===== config.mk =====
export PLATFORM = sky130hd
export DESIGN_NAME = l2_arbiter_flat
export DESIGN_NICKNAME = d
export VERILOG_FILES = /design/src/rtl/l2_arbiter_if.sv /design/src/rtl/l2_arbiter.sv /design/src/flat_wrapper.sv
export SDC_FILE = /design/constraint.sdc
export NUM_CORES = 1
export LEC_CHECK = 0
export BUFFER_PORTS_ARGS = -buffer_cell sky130_fd_sc_hd__buf_2
export CAP_MARGIN = 20
export CORE_ASPECT_RATIO = 1.1
export CORE_UTILIZATION = 45
export DETAILED_ROUTE_END_ITERATION = 10
export HOLD_SLACK_MARGIN = 0.05
export PLACE_DENSITY = 0.79
export SYNTH_ARGS = -nofsm -noshare
export SYNTH_HDL_FRONTEND = slang
export SYNTH_SLANG_ARGS = --single-unit

===== constraint.sdc =====
create_clock -name clk -period 2.34 [get_ports clk]
set_clock_uncertainty 0.2 [all_clocks]
set_input_delay 0.468 -clock clk [delete_from_list [all_inputs] [get_ports clk]]
set_output_delay 0.468 -clock clk [all_outputs]
set_load 0.005 [all_outputs]

===== src/rtl/l2_arbiter_if.sv =====
// Bundle of the two client ports (I, D) and the L2 bus seen by l2_arbiter.
// Handshake: a client holds x_start high with stable addr/data/we until x_done pulses for one
// cycle, then drops it; the L2 side is the same with l2_start held until the l2_done pulse.
interface l2_arbiter_if #(
  parameter int ADDR_W = 24,
  parameter int DATA_W = 32
);
  logic [ADDR_W-1:0] i_addr;
  logic              i_start;
  logic [DATA_W-1:0] i_q;
  logic              i_done;

  logic [ADDR_W-1:0] d_addr;
  logic [DATA_W-1:0] d_data;
  logic              d_we;
  logic              d_start;
  logic [DATA_W-1:0] d_q;
  logic              d_done;

  logic [ADDR_W-1:0] l2_addr;
  logic [DATA_W-1:0] l2_data;
  logic              l2_we;
  logic              l2_start;
  logic [DATA_W-1:0] l2_q;
  logic              l2_done;

  modport slave (
    input  i_addr, i_start, d_addr, d_data, d_we, d_start, l2_q, l2_done,
    output i_q, i_done, d_q, d_done, l2_addr, l2_data, l2_we, l2_start
  );

  modport master (
    output i_addr, i_start, d_addr, d_data, d_we, d_start, l2_q, l2_done,
    input  i_q, i_done, d_q, d_done, l2_addr, l2_data, l2_we, l2_start
  );
endinterface


===== src/rtl/l2_arbiter.sv =====
// Two-client (instruction fetch / data) arbiter in front of the L2 cache bus: one latched
// request at a time, a guaranteed low cycle on l2_start between transactions, result routed to the owner.
module l2_arbiter #(
  parameter int ADDR_W = 24,
  parameter int DATA_W = 32,
  parameter bit RR_EN  = 1'b1
) (
  input  logic       clk,
  input  logic       reset,
  l2_arbiter_if.slave bus,
  output logic [1:0] dbg_state
);

  typedef enum logic [1:0] {
    S_IDLE  = 2'd0,
    S_ISSUE = 2'd1,
    S_WAIT  = 2'd2,
    S_GAP   = 2'd3
  } state_t;

  state_t state;
  state_t state_nxt;

  logic served_i;
  logic served_d;
  logic last_d;
  logic owner_d;
  logic abort;

  logic req_i;
  logic req_d;
  logic grant_d;
  logic grant_we;
  logic [ADDR_W-1:0] grant_addr;
  logic [DATA_W-1:0] grant_data;
  logic owner_start;
  logic deliver;

  // served_x masks a start that is still high right after its own done pulse.
  assign req_i = bus.i_start & ~served_i;
  assign req_d = bus.d_start & ~served_d;

  assign owner_start = owner_d ? bus.d_start : bus.i_start;
  assign deliver     = (state == S_WAIT) & bus.l2_done & ~abort & owner_start;
  assign dbg_state   = state;

  always_comb begin
    grant_d = 1'b0;
    if (req_d && req_i) begin
      grant_d = RR_EN ? ~last_d : 1'b1;
    end else if (req_d) begin
      grant_d = 1'b1;
    end
    grant_addr = grant_d ? bus.d_addr : bus.i_addr;
    grant_data = grant_d ? bus.d_data : '0;
    grant_we   = grant_d & bus.d_we;
  end

  always_comb begin
    state_nxt = state;
    case (state)
      S_IDLE:  if (req_i || req_d) state_nxt = S_ISSUE;
      S_ISSUE: state_nxt = S_WAIT;
      S_WAIT:  if (bus.l2_done) state_nxt = S_GAP;
      S_GAP:   state_nxt = S_IDLE;
      default: state_nxt = S_IDLE;
    endcase
  end

  always_ff @(posedge clk) begin
    if (reset) begin
      state        <= S_IDLE;
      served_i     <= 1'b0;
      served_d     <= 1'b0;
      last_d       <= 1'b0;
      owner_d      <= 1'b0;
      abort        <= 1'b0;
      bus.l2_addr  <= '0;
      bus.l2_data  <= '0;
      bus.l2_we    <= 1'b0;
      bus.l2_start <= 1'b0;
      bus.i_q      <= '0;
      bus.i_done   <= 1'b0;
      bus.d_q      <= '0;
      bus.d_done   <= 1'b0;
    end else begin
      state      <= state_nxt;
      bus.i_done <= 1'b0;
      bus.d_done <= 1'b0;

      if (deliver && !owner_d) begin
        served_i <= 1'b1;
      end else if (!bus.i_start) begin
        served_i <= 1'b0;
      end

      if (deliver && owner_d) begin
        served_d <= 1'b1;
      end else if (!bus.d_start) begin
        served_d <= 1'b0;
      end

      case (state)
        S_IDLE: begin
          if (req_i || req_d) begin
            owner_d      <= grant_d;
            last_d       <= grant_d;
            bus.l2_addr  <= grant_addr;
            bus.l2_data  <= grant_data;
            bus.l2_we    <= grant_we;
            bus.l2_start <= 1'b1;
          end
        end
        S_ISSUE, S_WAIT: begin
          // An abandoned request still runs to completion on L2; only its result is dropped.
          if (!owner_start) abort <= 1'b1;
          if (state == S_WAIT && bus.l2_done) begin
            bus.l2_start <= 1'b0;
            if (deliver) begin
              if (owner_d) begin
                bus.d_q    <= bus.l2_q;
                bus.d_done <= 1'b1;
              end else begin
                bus.i_q    <= bus.l2_q;
                bus.i_done <= 1'b1;
              end
            end
          end
        end
        S_GAP: abort <= 1'b0;
        default: ;
      endcase
    end
  end

endmodule


===== src/flat_wrapper.sv =====
// flat-port wrapper written by rule: the top's interface ports become plain ports
module l2_arbiter_flat 
#(
  parameter int ADDR_W = 24,
  parameter int DATA_W = 32,
  parameter bit RR_EN  = 1'b1
)
  (clk, reset, dbg_state, bus_i_addr, bus_i_start, bus_d_addr, bus_d_data, bus_d_we, bus_d_start, bus_l2_q, bus_l2_done, bus_i_q, bus_i_done, bus_d_q, bus_d_done, bus_l2_addr, bus_l2_data, bus_l2_we, bus_l2_start);
  l2_arbiter_if #(.ADDR_W(ADDR_W), .DATA_W(DATA_W)) bus_i ();
  input  logic clk;
  input  logic reset;
  output logic [1:0] dbg_state;
  input wire logic [$bits(bus_i.i_addr)-1:0] bus_i_addr;
  input wire logic [$bits(bus_i.i_start)-1:0] bus_i_start;
  input wire logic [$bits(bus_i.d_addr)-1:0] bus_d_addr;
  input wire logic [$bits(bus_i.d_data)-1:0] bus_d_data;
  input wire logic [$bits(bus_i.d_we)-1:0] bus_d_we;
  input wire logic [$bits(bus_i.d_start)-1:0] bus_d_start;
  input wire logic [$bits(bus_i.l2_q)-1:0] bus_l2_q;
  input wire logic [$bits(bus_i.l2_done)-1:0] bus_l2_done;
  output wire logic [$bits(bus_i.i_q)-1:0] bus_i_q;
  output wire logic [$bits(bus_i.i_done)-1:0] bus_i_done;
  output wire logic [$bits(bus_i.d_q)-1:0] bus_d_q;
  output wire logic [$bits(bus_i.d_done)-1:0] bus_d_done;
  output wire logic [$bits(bus_i.l2_addr)-1:0] bus_l2_addr;
  output wire logic [$bits(bus_i.l2_data)-1:0] bus_l2_data;
  output wire logic [$bits(bus_i.l2_we)-1:0] bus_l2_we;
  output wire logic [$bits(bus_i.l2_start)-1:0] bus_l2_start;
  assign bus_i.i_addr = bus_i_addr;
  assign bus_i.i_start = bus_i_start;
  assign bus_i.d_addr = bus_d_addr;
  assign bus_i.d_data = bus_d_data;
  assign bus_i.d_we = bus_d_we;
  assign bus_i.d_start = bus_d_start;
  assign bus_i.l2_q = bus_l2_q;
  assign bus_i.l2_done = bus_l2_done;
  assign bus_i_q = bus_i.i_q;
  assign bus_i_done = bus_i.i_done;
  assign bus_d_q = bus_i.d_q;
  assign bus_d_done = bus_i.d_done;
  assign bus_l2_addr = bus_i.l2_addr;
  assign bus_l2_data = bus_i.l2_data;
  assign bus_l2_we = bus_i.l2_we;
  assign bus_l2_start = bus_i.l2_start;
  l2_arbiter #(.ADDR_W(ADDR_W), .DATA_W(DATA_W), .RR_EN(RR_EN)) u_core (.clk(clk), .reset(reset), .bus(bus_i), .dbg_state(dbg_state));
endmodule

## Word-level counts from Yosys, hierarchy flattened

Index checks and enable logic that the tools add are counted.

| operators by class | value |
|---|---|
| multiplexer cells | 19 |
| reductions and logical operators | 17 |
| bitwise logic cells | 13 |
| equal/unequal tests | 9 |

Operator list:

| cell | count |
|---|---|
| $mux W32 | 1 |
| $mux W24 | 1 |
| $mux W1 | 12 |
| $ne A2 B1 Y1 const B | 4 |
| $pmux W2 S4 | 1 |
| $reduce_and A4 Y1 | 2 |
| $not A1 Y1 | 7 |
| $and A1 B1 Y1 | 6 |
| $reduce_and A2 Y1 | 3 |
| $eq A2 B2 Y1 const B | 2 |
| $logic_and A1 B1 Y1 | 4 |
| $mux W2 | 2 |
| $ne A2 B2 Y1 const B | 2 |
| $pmux W1 S2 | 2 |
| $reduce_bool A2 Y1 | 2 |
| $reduce_or A4 Y1 | 1 |
| $reduce_and A3 Y1 | 1 |
| $eq A2 B1 Y1 const B | 1 |
| $logic_not A2 Y1 | 1 |
| $reduce_or A2 Y1 | 1 |
| $logic_not A1 Y1 | 1 |
| $logic_or A1 B1 Y1 | 1 |

| storage, ports and cells | value |
|---|---|
| output and inout port bits | 126 |
| register bits after elaboration | 130 |
| bits of input ports | 118 |
| word-level logic and storage cells | 71 |

## Logic depth before layout (Yosys ltp)

Gate-level depths: netlist of the first run.

| depth | value |
|---|---|
| depth after elaboration | 6 |
| depth in mapped cells | 8 |
| gate-level depth less buffers | 6 |

## Worst setup path before layout of the first run

OpenSTA, ideal clock, no wires.

| path | value |
|---|---|
| kind | flip-flop to flip-flop |
| start point | reg u_core.state[0] (netlist: u_core.dbg_state[0]) |
| end point | reg u_core.bus.d_q[0] |
| period minus slack after synthesis | 1.916 ns |
| arrival time | 1.581 ns |
| path slack | 0.424 ns |
| required time | 2.005 ns |
| setup time | 0.135 ns |
| buffers on the path | 2 |
| cell stages (with the launch flop) | 9 |
| cell sequence | dfxtp_1 -> inv_1 -> ha_1 -> nand4b_1 -> or2_1 -> clkbuf_1 -> buf_2 -> nand2_1 -> a21oi_1 |

| on the way | value |
|---|---|
| longest elaborated chain between the ends | 5 |
| elaborated cells between the ends (all ways) | 8 |
| classes of those cells | 2 x eq/ne; 3 x bitwise; 3 x reduce/logical |

Ends and longest elaborated chain:

| item | line | text |
|---|---|---|
| start: declaration | l2_arbiter.sv:21 | `state_t state;` |
| start signal: assignment | l2_arbiter.sv:87 | `state <= state_nxt;` |
| $eq A2 B2 Y1 | l2_arbiter.sv:44, l2_arbiter.sv:103, l2_arbiter.sv:117 |  |
| $and A1 B1 Y1 (3 in series) | l2_arbiter.sv:44 | `assign deliver = (state == S_WAIT) & bus.l2_done & ~abort & owner_start;` |
| $reduce_and A4 Y1 (no line) * | - |  |
| end signal: assignment | l2_arbiter.sv:121 | `bus.d_q <= bus.l2_q;` |
| end: declaration | l2_arbiter_if.sv:29 | `output i_q, i_done, d_q, d_done, l2_addr, l2_data, l2_we, l2_start` |

Every way passes the cells marked *; elsewhere a longest branch is shown, timed or not.
A chain may end at the register's enable or synchronous reset.

## Worst setup path after layout of the first run

| path | value |
|---|---|
| start point | reg u_core.state[1] (netlist: u_core.dbg_state[1]) |
| end point | reg u_core.bus.d_q[14] |

Same word-level chain as after synthesis.

==> results of run 1 <==
## through the flow
stage | hold slack (ps) | std cells | utilization | cell area (um^2)
global placement | 234.9 | 966 | 0.5890 | 6456
finish | 98.31 | 998 | 0.6433 | 7051
detailed placement | 242.3 | 966 | 0.5890 | 6456
floorplan | 248.3 | 613 | - | 5091
CTS | 82.38 | 998 | 0.6433 | 7051
global route | 80.08 | 998 | 0.6433 | 7051
## power by group
| group | switching, mW | leakage, nW | internal (mW) |
|---|---|---|---|
| clock network | 0.999 | 0.283 | 1.62 |
| registers | 0.168 | 1.06 | 2.52 |
| logic | 1.12 | 1.76 | 0.779 |
| total | 2.29 | 3.10 | 4.91 |
## per-layer routing
metal  wire (um)  vias to the layer above
li1            -                     2508
met1        5322                     2324
met2        6722                      210
met3        1147                       16
met4         189                        0
met5           0                        -
## final timing paths
| check | to | slack (ps) | depth (start not counted) |
|---|---|---|---|
| max reg2reg | u_core.bus.d_q[14] | 240 | 7 |
| min | u_core.bus.l2_addr[15] | 100 | 3 |
| max | u_core.bus.d_q[14] | 240 | 7 |
| min reg2reg | u_core.bus.l2_data[29] | 250 | 2 |
## kinds of logic after synthesis
group           count (synthesis)
compound gates                159
fa+ha+maj                       4
buf+inv                        52
flops                         130
mux                             1
simple gates                  267
## cell usage in the layout, fill, tap and decap left out, drive strengths merged
master and count:
o21ai 2, buf 254, nand3 34, a21oi 126, mux2i 1, o211ai 1, nor3b 4, nand2b 4
ha 4, inv 9, and4 2, clkinvlp 3, a32oi 1, nand3b 1, nor2b 3, clkinv 3
nand4b 1, a211oi 25, a41o 1, clkbuf 19, o31ai 2, nand2 190, bufinv 2, dfxtp 130
a21boi 1, nor2 27, or2 1
## worst max-delay path: stages, from the launching register on
cell      delay, ps
dfxtp_1         380
inv_1            90
ha_1            350
nand4b_1        230
or2_1           280
buf_4           240
nand2_1         110
a21oi_1          70
## registers in the layout (all words and copies together), names as in the netlist, 2 cells and up
name and cells:
u_core.bus.d_q 32, u_core.bus.i_q 32, u_core.bus.l2_data 32, u_core.bus.l2_addr 24
u_core.dbg_state 2
## cell type report
class,instances,area (um^2),area share
Multi-Input combinational cell,431,2253,0.3196
Inverter,4,15.01,0.002130
Clock buffer,19,442.9,0.06282
Tap cell,147,183.9,0.02609
Sequential cell,130,2603,0.3691
Clock inverter,13,151.4,0.02147
Timing Repair Buffer,254,1401,0.1988
==> summary.txt, run 1 <==
Status
  – Result of the run: finished, final reports clean

Synth
  – Post-synth EDFFs: 0
  – Top cell type's share of synthesized area: 0.5112
  – Post-synth top flop: dfxtp_1
  – Post-synthesis simple-gate area fraction: 0.2354
  – Compound-Gate Fraction of Synth Area: 0.1892
  – Syn_area_per_cell: 8.305 um^2
  – Sequential element share of the synthesized area: 0.5112
  – Combinational family with the most area after synthesis: simple AND/OR/NAND/NOR gates
  – FF+latch count, synth: 130
  – Synth area leader: dfxtp_1
  – XOR/XNOR Fraction of Synth Area: 0
  – Post-synthesis adder-cell area fraction: 0.009830
  – Syn Inst Count: 613
  – Synth cell types: 29
  – Leading cell types by count after synthesis: nand2_1 (190), dfxtp_1 (130), a21oi_1 (106)
  – Mapped cell area: 5091 um^2
  – Syn Nets: between 700 and 800
  – Most common cell in the netlist: nand2_1
  – Synth top area cells: dfxtp_1 (51%), nand2_1 (14%), a21oi_1 (10%)
  – Synth warn: 0
  – Post-synthesis mux area share: 0.001966
  – Ys async rst share: 0

Setup path
  – Crit end category: flop
  – FF-to-FF Start: u_core.dbg_state[1]
  – WP data arrival: 2170 ps
  – Worst Path Max Fanout: 32
  – Worst Path Required: roughly 2400 ps
  – CP Launch Point: u_core.dbg_state[1]
  – WS Path Type: flop to flop
  – CP startpoint kind: flop

Route
  – DR iter-0 viols: 250
  – Post-Route WL: 13380 um
  – DRC errors left: 0
  – Via count: 5058
  – Final ANT Viol Nets: 0
  – Drt pass-1 iters: 4
  – Wire per inst: 13.41 um
  – Via density: 5.068

Global route
  – Pin count of the biggest net entering global routing: 60
  – GR Layer Usage met1: 0.2418
  – GRT busiest layer: met2
  – Antenna violations before repair: 0
  – GRT Overall Usage: 0.2278
  – First-pass GRT wire length: about 21000 um
  – GR Layer Usage met3: 0.07904
  – GRT overflow: 0
  – Vias in the first global route: 4714
  – Met2 Use GR: 0.4128

Clocking
  – # H-tree levels: 4
  – CTS tree: yes
  – Total CTS buffers: 17
  – Resize count post-CTS: 0
  – Num Clock Sinks: 130
  – Root buffer cell: clkbuf_16
  – Clock transition at path regs: around 60 ps
  – Latest clock arrival within the worst-skew pair: 400 ps
  – # Post-CTS Setup Buffers: 0
  – Clk buf depth: 2
  – Post-CTS Hold Fix Bufs: 0

Floorplanning
  – Height of the die: 113.6 um
  – Die area: 11740 um^2
  – Rows: 40
  – I/O pin cnt: between 200 and 250
  – Initial Util: 0.4645
  – Width of the die: 103.4 um
  – Core region area: 10960 um^2

Hold path
  – Min-Delay Path Class: input port to flop
  – Hold Crit Start: bus_i_addr[15]

STA
  – TNS Setup: 0 ps
  – Fin. Hold Viols: 0
  – # setup viols final: 0
  – Setup ws final: 240.1 ps
  – Final min period: between 2000 and 2500 ps
  – Final period util: 0.8974
  – Slew margin rel.: 0.6786
  – RSZ-0062 raised after global routing: false
  – Fmax: 476.2 MHz
  – Worst-Margin Slew: 482.1 ps
  – Final Max Slew Viols: 0

Job
  – Max-cap violations: 0

Power
  – Power Total: 7.203 mW
  – Leakage: between 3 and 4 nW
  – Worst vdd ir: just over 0.0005 V
  – Pwr Density: 1022 nW/um^2

Finish
  – Net count, final: 960
  – Fillers: 1003
  – N_diodes: 0
  – P&R area growth vs syn: 38.49%
  – Layout cells sized above 1: 0.3866

Placement
  – Final Wtd Congestion: 0.7644
  – Setup WS pre-CTS: ~240 ps
  – Post-DP HPWL: 9108 um
  – PortBufs: 243
No activity file was read; power rests on OpenSTA's default activity.
==> run 2: changes to the inputs <==
- CELL_PAD_IN_SITES_DETAIL_PLACEMENT: default -> 1
- CELL_PAD_IN_SITES_GLOBAL_PLACEMENT: default -> 1
- CORE_UTILIZATION: 45 -> 32
- PLACE_DENSITY: 0.79 -> 0.8
==> run 2 against run 1 <==
Effect of this change:
- sequential power about the same
- die area up 40%
- setup slack worse by 76 ps
- clock-buffer cell count down 1
- clock power about the same
- first-iteration DRC count down 28%
- sequential cell count unchanged
- design area up 1.2%
- critical path type unchanged
- critical endpoint is now u_core.bus.d_q[11]
- worst hold slack worse by 3.6 ps
- combinational power up 5%
- routed wire length up 18%
==> summary.txt, run 2 (synthesis results as in run 1) <==
Clocking
  – Clk buf depth: 2
  – Post-CTS Hold Fix Bufs: 0
  – Num Clock Sinks: 130
  – Resize count post-CTS: 0
  – CTS tree: yes
  – Latest clock arrival within the worst-skew pair: 400 ps
  – Root buffer cell: clkbuf_16
  – Total CTS buffers: 17
  – # H-tree levels: 4
  – # Post-CTS Setup Buffers: 0
  – Clock transition at path regs: about 60 ps

Global route
  – Antenna violations before repair: 1
  – First-pass GRT wire length: 24990 um
  – Vias in the first global route: about 5200
  – Pin count of the biggest net entering global routing: 63
  – GRT overflow: 0
  – GRT Overall Usage: 0.1920

Floorplanning
  – Width of the die: 122.3 um
  – Core region area: 15620 um^2
  – Die area: 16420 um^2
  – Initial Util: 0.3260
  – I/O pin cnt: 244
  – Rows: 48
  – Height of the die: 134.3 um

Hold path
  – Min-Delay Path Class: input port to flop
  – Hold Crit Start: bus_i_addr[14]

Finish
  – Area of the multi-input gates: 2253 um^2
  – Non-filler cells, final: 1054
  – Layout cells sized above 1: 0.3899
  – Fillers: 1968
  – P&R area growth vs syn: 40.21%
  – Sequential standard cell area: 2603 um^2
  – Net count, final: 963
  – Commonest non-fill, non-tap cell in the layout: buf_2
  – Final instance area: around 7100 um^2
  – N_diodes: 0
  – Most frequent cells in the layout: buf_2 (242), nand2_1 (190), dfxtp_1 (130), a21oi_1 (106), nor2_1 (26)
  – Regs by FF count: u_core.bus.d_q: 32 flops, u_core.bus.i_q: 32 flops, u_core.bus.l2_data: 32 flops

Route
  – Drt pass-1 iters: 4
  – Wire per inst: 15.03 um
  – Post-Route WL: between 15000 and 20000 um
  – DRC errors left: 0
  – Final ANT Viol Nets: 0
  – DR iter-0 viols: 181
  – Via density: 4.810
  – Via count: 5070

Setup path
  – Crit end category: flop
  – WS Path Type: flop to flop
  – WP data arrival: ~2300 ps
  – Worst Path Max Fanout: 27
  – CP Launch Point: u_core.dbg_state[0]
  – Max incr delay on CP: slightly above 400 ps
  – FF-to-FF Start: u_core.dbg_state[0]
  – Worst Path Required: 2420 ps
  – Crit-path slowest cell: or2_1
  – CP startpoint kind: flop
  – CP cell instances: inv_1, ha_1, nand4b_1, or2_1, buf_12, nand2_1, a21oi_1
  – Reg2Reg Setup Slack: roughly 160 ps

Placement
  – Post-DP HPWL: around 11000 um
  – Post-DP Area: between 6000 and 7000 um^2
  – DP Cell Count: 1022
  – PortBufs: 243
  – Setup WS pre-CTS: 155.4 ps
  – Final Wtd Congestion: 0.7363

STA
  – RSZ-0062 raised after global routing: false
  – Fin. Hold Viols: 0
  – Setup ws final: between 150 and 200 ps
  – # setup viols final: 0
  – Final Max Slew Viols: 0
  – Final min period: 2176 ps
  – Worst-Margin Slew: 449.3 ps
  – Final period util: 0.9299
  – Slew margin rel.: 0.6998
  – Fmax: 459.6 MHz
  – TNS Setup: 0 ps

Power
  – Cell Int Power: 4.944 mW
  – Leakage: 3.120 nW
  – Clock power frac: 0.361
  – Net Sw Power: 2.385 mW
  – Worst vdd ir: approximately 0.0005 V
  – Switching portion of total power: 0.3255
  – Pwr Density: 1027 nW/um^2
  – Share of power burned in combinational logic: 0.273
  – Reg power frac: 0.367

Status
  – Result of the run: finished, final reports clean

Job
  – Max-cap violations: 0
[run 2: changes by cell type in the layout (fill, tap and decap cells not counted), sizes merged]
cell	previous run	this run
buf	254	257
clkbuf	19	18
clkinv	3	7
clkinvlp	3	2
inv	9	7
[run 2: per-layer routing]
| metal | GRT usage | up-vias | routed length (um) |
|---|---|---|---|
| li1 | - | 2504 | - |
| met1 | 0.2203 | 2378 | 6706 |
| met2 | 0.3371 | 180 | 7826 |
| met3 | 0.06930 | 6 | 1253 |
| met4 | 0.04133 | 2 | 38 |
| met5 | 0 | - | 13 |
[run 2: worst paths after layout]
check	cells after the start	end
worst max-delay path	7	u_core.bus.d_q[11]
worst min-delay path	3	u_core.bus.l2_addr[14]
worst max register to register	7	u_core.bus.d_q[11]
worst min register to register	2	u_core.bus.l2_data[30]
[run 2: cell type report]
type                            instances  share of cell area
Clock inverter                         14             0.02156
Timing Repair Buffer                  257              0.1995
Inverter                                4            0.002103
Tap cell                              200             0.03506
Sequential cell                       130              0.3646
Clock buffer                           18             0.06152
Multi-Input combinational cell        431              0.3157
[run 2: stage by stage]
step                      utilization  hold slack, ps  power [mW]
final                          0.4571           94.73       7.329
after CTS                      0.4571           78.19       7.457
after global placement         0.4192           235.8       4.748
after detailed placement       0.4192           245.1       4.779
after global routing           0.4571           88.82       7.776
after floorplan                     -           248.3       3.961
[run 2: worst max-delay path, delay by kind of cell, from the launching register on]
| family | cells | cell delay (ps) |
|---|---|---|
| simple gates | 3 | 740 |
| compound gates | 1 | 60 |
| fa+ha+maj | 1 | 360 |
| buf+inv | 2 | 300 |
| flops | 1 | 370 |
[run 2: power groups by stage]
stage	Combinational [mW]	Clock [mW]	Sequential, mW
finish	2.00	2.64	2.69
global route	2.23	2.82	2.73
CTS	2.06	2.71	2.69
detailed placement	2.05	0	2.73
global placement	2.02	0	2.72
floorplan	1.22	0	2.74
==> run 3: changes to the inputs <==
- SETUP_SLACK_MARGIN: default -> 0.3
==> run 3 against run 2 <==
Effect of this change:
- fmax up 8.4%
- register-to-register slack better by 170 ps
- clock power hardly changed
- die area is the same
- sequential cell count did not move
- design area increased by 3.6%
- routed wire length up 6.5%
- combinational power increased by 6%
- sequential share of layout area shrank 1.2 points
- first-iteration DRC count increased by 0.55%
==> summary.txt, run 3 (synthesis results as in run 1) <==
STA
  – Fmax: 498.2 MHz
  – Final Max Slew Viols: 0
  – Final min period: around 2000 ps
  – Slew margin rel.: 0.7026
  – TNS Setup: 0 ps
  – RSZ-0062 raised after global routing: true
  – Fin. Hold Viols: 0
  – # setup viols final: 0
  – Final period util: 0.8579
  – Worst-Margin Slew: 445.2 ps

Floorplanning
  – Initial Util: 0.3260
  – Core region area: 15620 um^2
  – Die area: 16420 um^2
  – Rows: 48
  – Width of the die: 122.3 um
  – Height of the die: 134.3 um
  – I/O pin cnt: 244

Global route
  – Vias in the first global route: 5264
  – GRT Overall Usage: 0.1945
  – Antenna violations before repair: 1
  – Pin count of the biggest net entering global routing: 63
  – First-pass GRT wire length: 25340 um
  – GRT overflow: 0

Hold path
  – Hold Crit Start: bus_i_addr[14]
  – Hold Path Cell Cnt: 3
  – Min-Delay Path Class: input port to flop

Clocking
  – Clk buf depth: 2
  – Latest clock arrival within the worst-skew pair: 400 ps
  – Clock transition at path regs: 60 ps
  – Post-CTS Hold Fix Bufs: 0
  – CTS tree: yes
  – # H-tree levels: 4
  – Root buffer cell: clkbuf_16
  – Total CTS buffers: 17
  – Num Clock Sinks: 130

Setup path
  – Worst Path Required: 2480 ps
  – Critical Path Sink: u_core.bus.i_q[16]
  – Crit path max-delay family: simple AND/OR/NAND/NOR gates
  – R2r endpoint: u_core.bus.i_q[16]
  – FF-to-FF Start: u_core.dbg_state[0]
  – Cells on worst reg2reg path: 8
  – Crit-path slowest cell: dfxtp_4
  – WP data arrival: 2140 ps
  – CP cell instances: inv_4, ha_4, nand4b_1, nor3b_4, buf_6, clkbuf_16, nand2_1, a21oi_1
  – CP startpoint kind: flop
  – Crit path buf inv count: 3
  – Crit end category: flop
  – Worst Path Max Fanout: 8
  – Reg2Reg Setup Slack: 330 ps
  – CP Depth: 8
  – Max incr delay on CP: 370 ps
  – CP Launch Point: u_core.dbg_state[0]
  – WS Path Type: flop to flop

Route
  – DR iter-0 viols: 182
  – Final ANT Viol Nets: 0
  – Drt pass-1 iters: 4
  – Wire per inst: 15.90 um
  – Via density: about 4.9
  – Via count: 5164
  – DRC errors left: 0
  – Post-Route WL: 16870 um

Finish
  – P&R area growth vs syn: 45.27%
  – Most frequent cells in the layout: buf_2 (242), nand2_1 (178), dfxtp_1 (127), a21oi_1 (92), a21oi_2 (33)
  – Net count, final: 970
  – Regs by FF count: u_core.bus.d_q: 32 flops, u_core.bus.i_q: 32 flops, u_core.bus.l2_data: 32 flops
  – Layout cells sized above 1: 0.4344
  – N_diodes: 0
  – Commonest non-fill, non-tap cell in the layout: buf_2
  – Final Util: 0.4736

Placement
  – PortBufs: 243
  – Post-DP HPWL: 10970 um
  – Final Wtd Congestion: 0.7363

Power
  – Switching portion of total power: 0.3262
  – Worst vdd ir: around 0.00049 V
  – Cell Int Power: 5.047 mW
  – Leakage: 3.229 nW
  – Clock power frac: 0.354
  – Net Sw Power: around 2.4 mW
  – Share of power burned in combinational logic: 0.284
  – Pwr Density: slightly above 1000 nW/um^2
  – Reg power frac: 0.362

Job
  – Max-cap violations: 0

Status
  – Result of the run: finished, final reports clean
==> run 3: changes by cell type in the layout (fill, tap and decap cells not counted), moves of 5 or more <==
cell and change:
a21oi_2 +14, nand2_2 +7, nand2_4 +5, a21oi_1 -14, nand2_1 -12
==> run 3: worst reg2reg max path, cell delays in order, from the launching register on <==
cell	delay [ps]
dfxtp_4	370
inv_4	50
ha_4	280
nand4b_1	240
nor3b_4	300
buf_6	150
clkbuf_16	160
nand2_1	70
a21oi_1	140
==> run 3: power groups by stage <==
stage          clock [mW]  combinational, mW  sequential, mW
2_1_floorplan           0               1.22            2.74
3_3_place_gp            0               2.02            2.72
3_5_place_dp            0               2.05            2.73
4_1_cts              2.71               2.11            2.70
5_1_grt              2.82               2.36            2.75
6_report             2.65               2.13            2.71
==> run 3: metrics by stage <==
stage | power, mW | setup slack [ps] | cells | area, um^2 | hold slack, ps
finish | 7.490 | 332.6 | 1061 | 7396 | 96.03
global route | 7.935 | 189.7 | 1061 | 7396 | 88.82
CTS | 7.516 | 310.0 | 1056 | 7202 | 78.19
detailed placement | 4.779 | 155.4 | 1022 | 6545 | 245.1
global placement | 4.748 | 251.2 | 1022 | 6545 | 235.8
floorplan | 3.961 | 423.8 | 613 | 5091 | 248.3
==> run 3: how the worst min path moves through the flow <==
stage,endpoint,slack (ps)
after floorplan,u_core.bus.l2_data[0],250
after global placement,u_core.bus.l2_data[5],240
after detailed placement,u_core.bus.i_q[27],250
after CTS,u_core.bus.l2_addr[14],80
after global routing,u_core.bus.l2_data[14],90
final,u_core.bus.l2_addr[14],100
==> run 3: metal layers <==
metal	global-route usage	vias up	wire length [um]
met2	0.3405	180	8598
met5	0	-	13
met1	0.2239	2448	6846
li1	-	2521	-
met4	0.04336	2	129
met3	0.06930	13	1285
==> run 3: area by class of cell <==
| class | instances | area [um^2] |
|---|---|---|
| Clock buffer | 18 | 439.2 |
| Clock inverter | 14 | 153.9 |
| Fill cell | 1946 | 8219 |
| Inverter | 4 | 20.02 |
| Multi-Input combinational cell | 431 | 2379 |
| Sequential cell | 130 | 2611 |
| Tap cell | 200 | 250.2 |
| Timing Repair Buffer | 264 | 1543 |
==> run 3: what timing repair did <==
item                                   4_1_cts  5_1_grt
endpoints found under the hold margin        0        0
setup endpoints to repair                   59       62
gates cloned                                 1        2
pin swaps                                    3       15
setup buffers                                1        3
gates resized for setup                      6       41
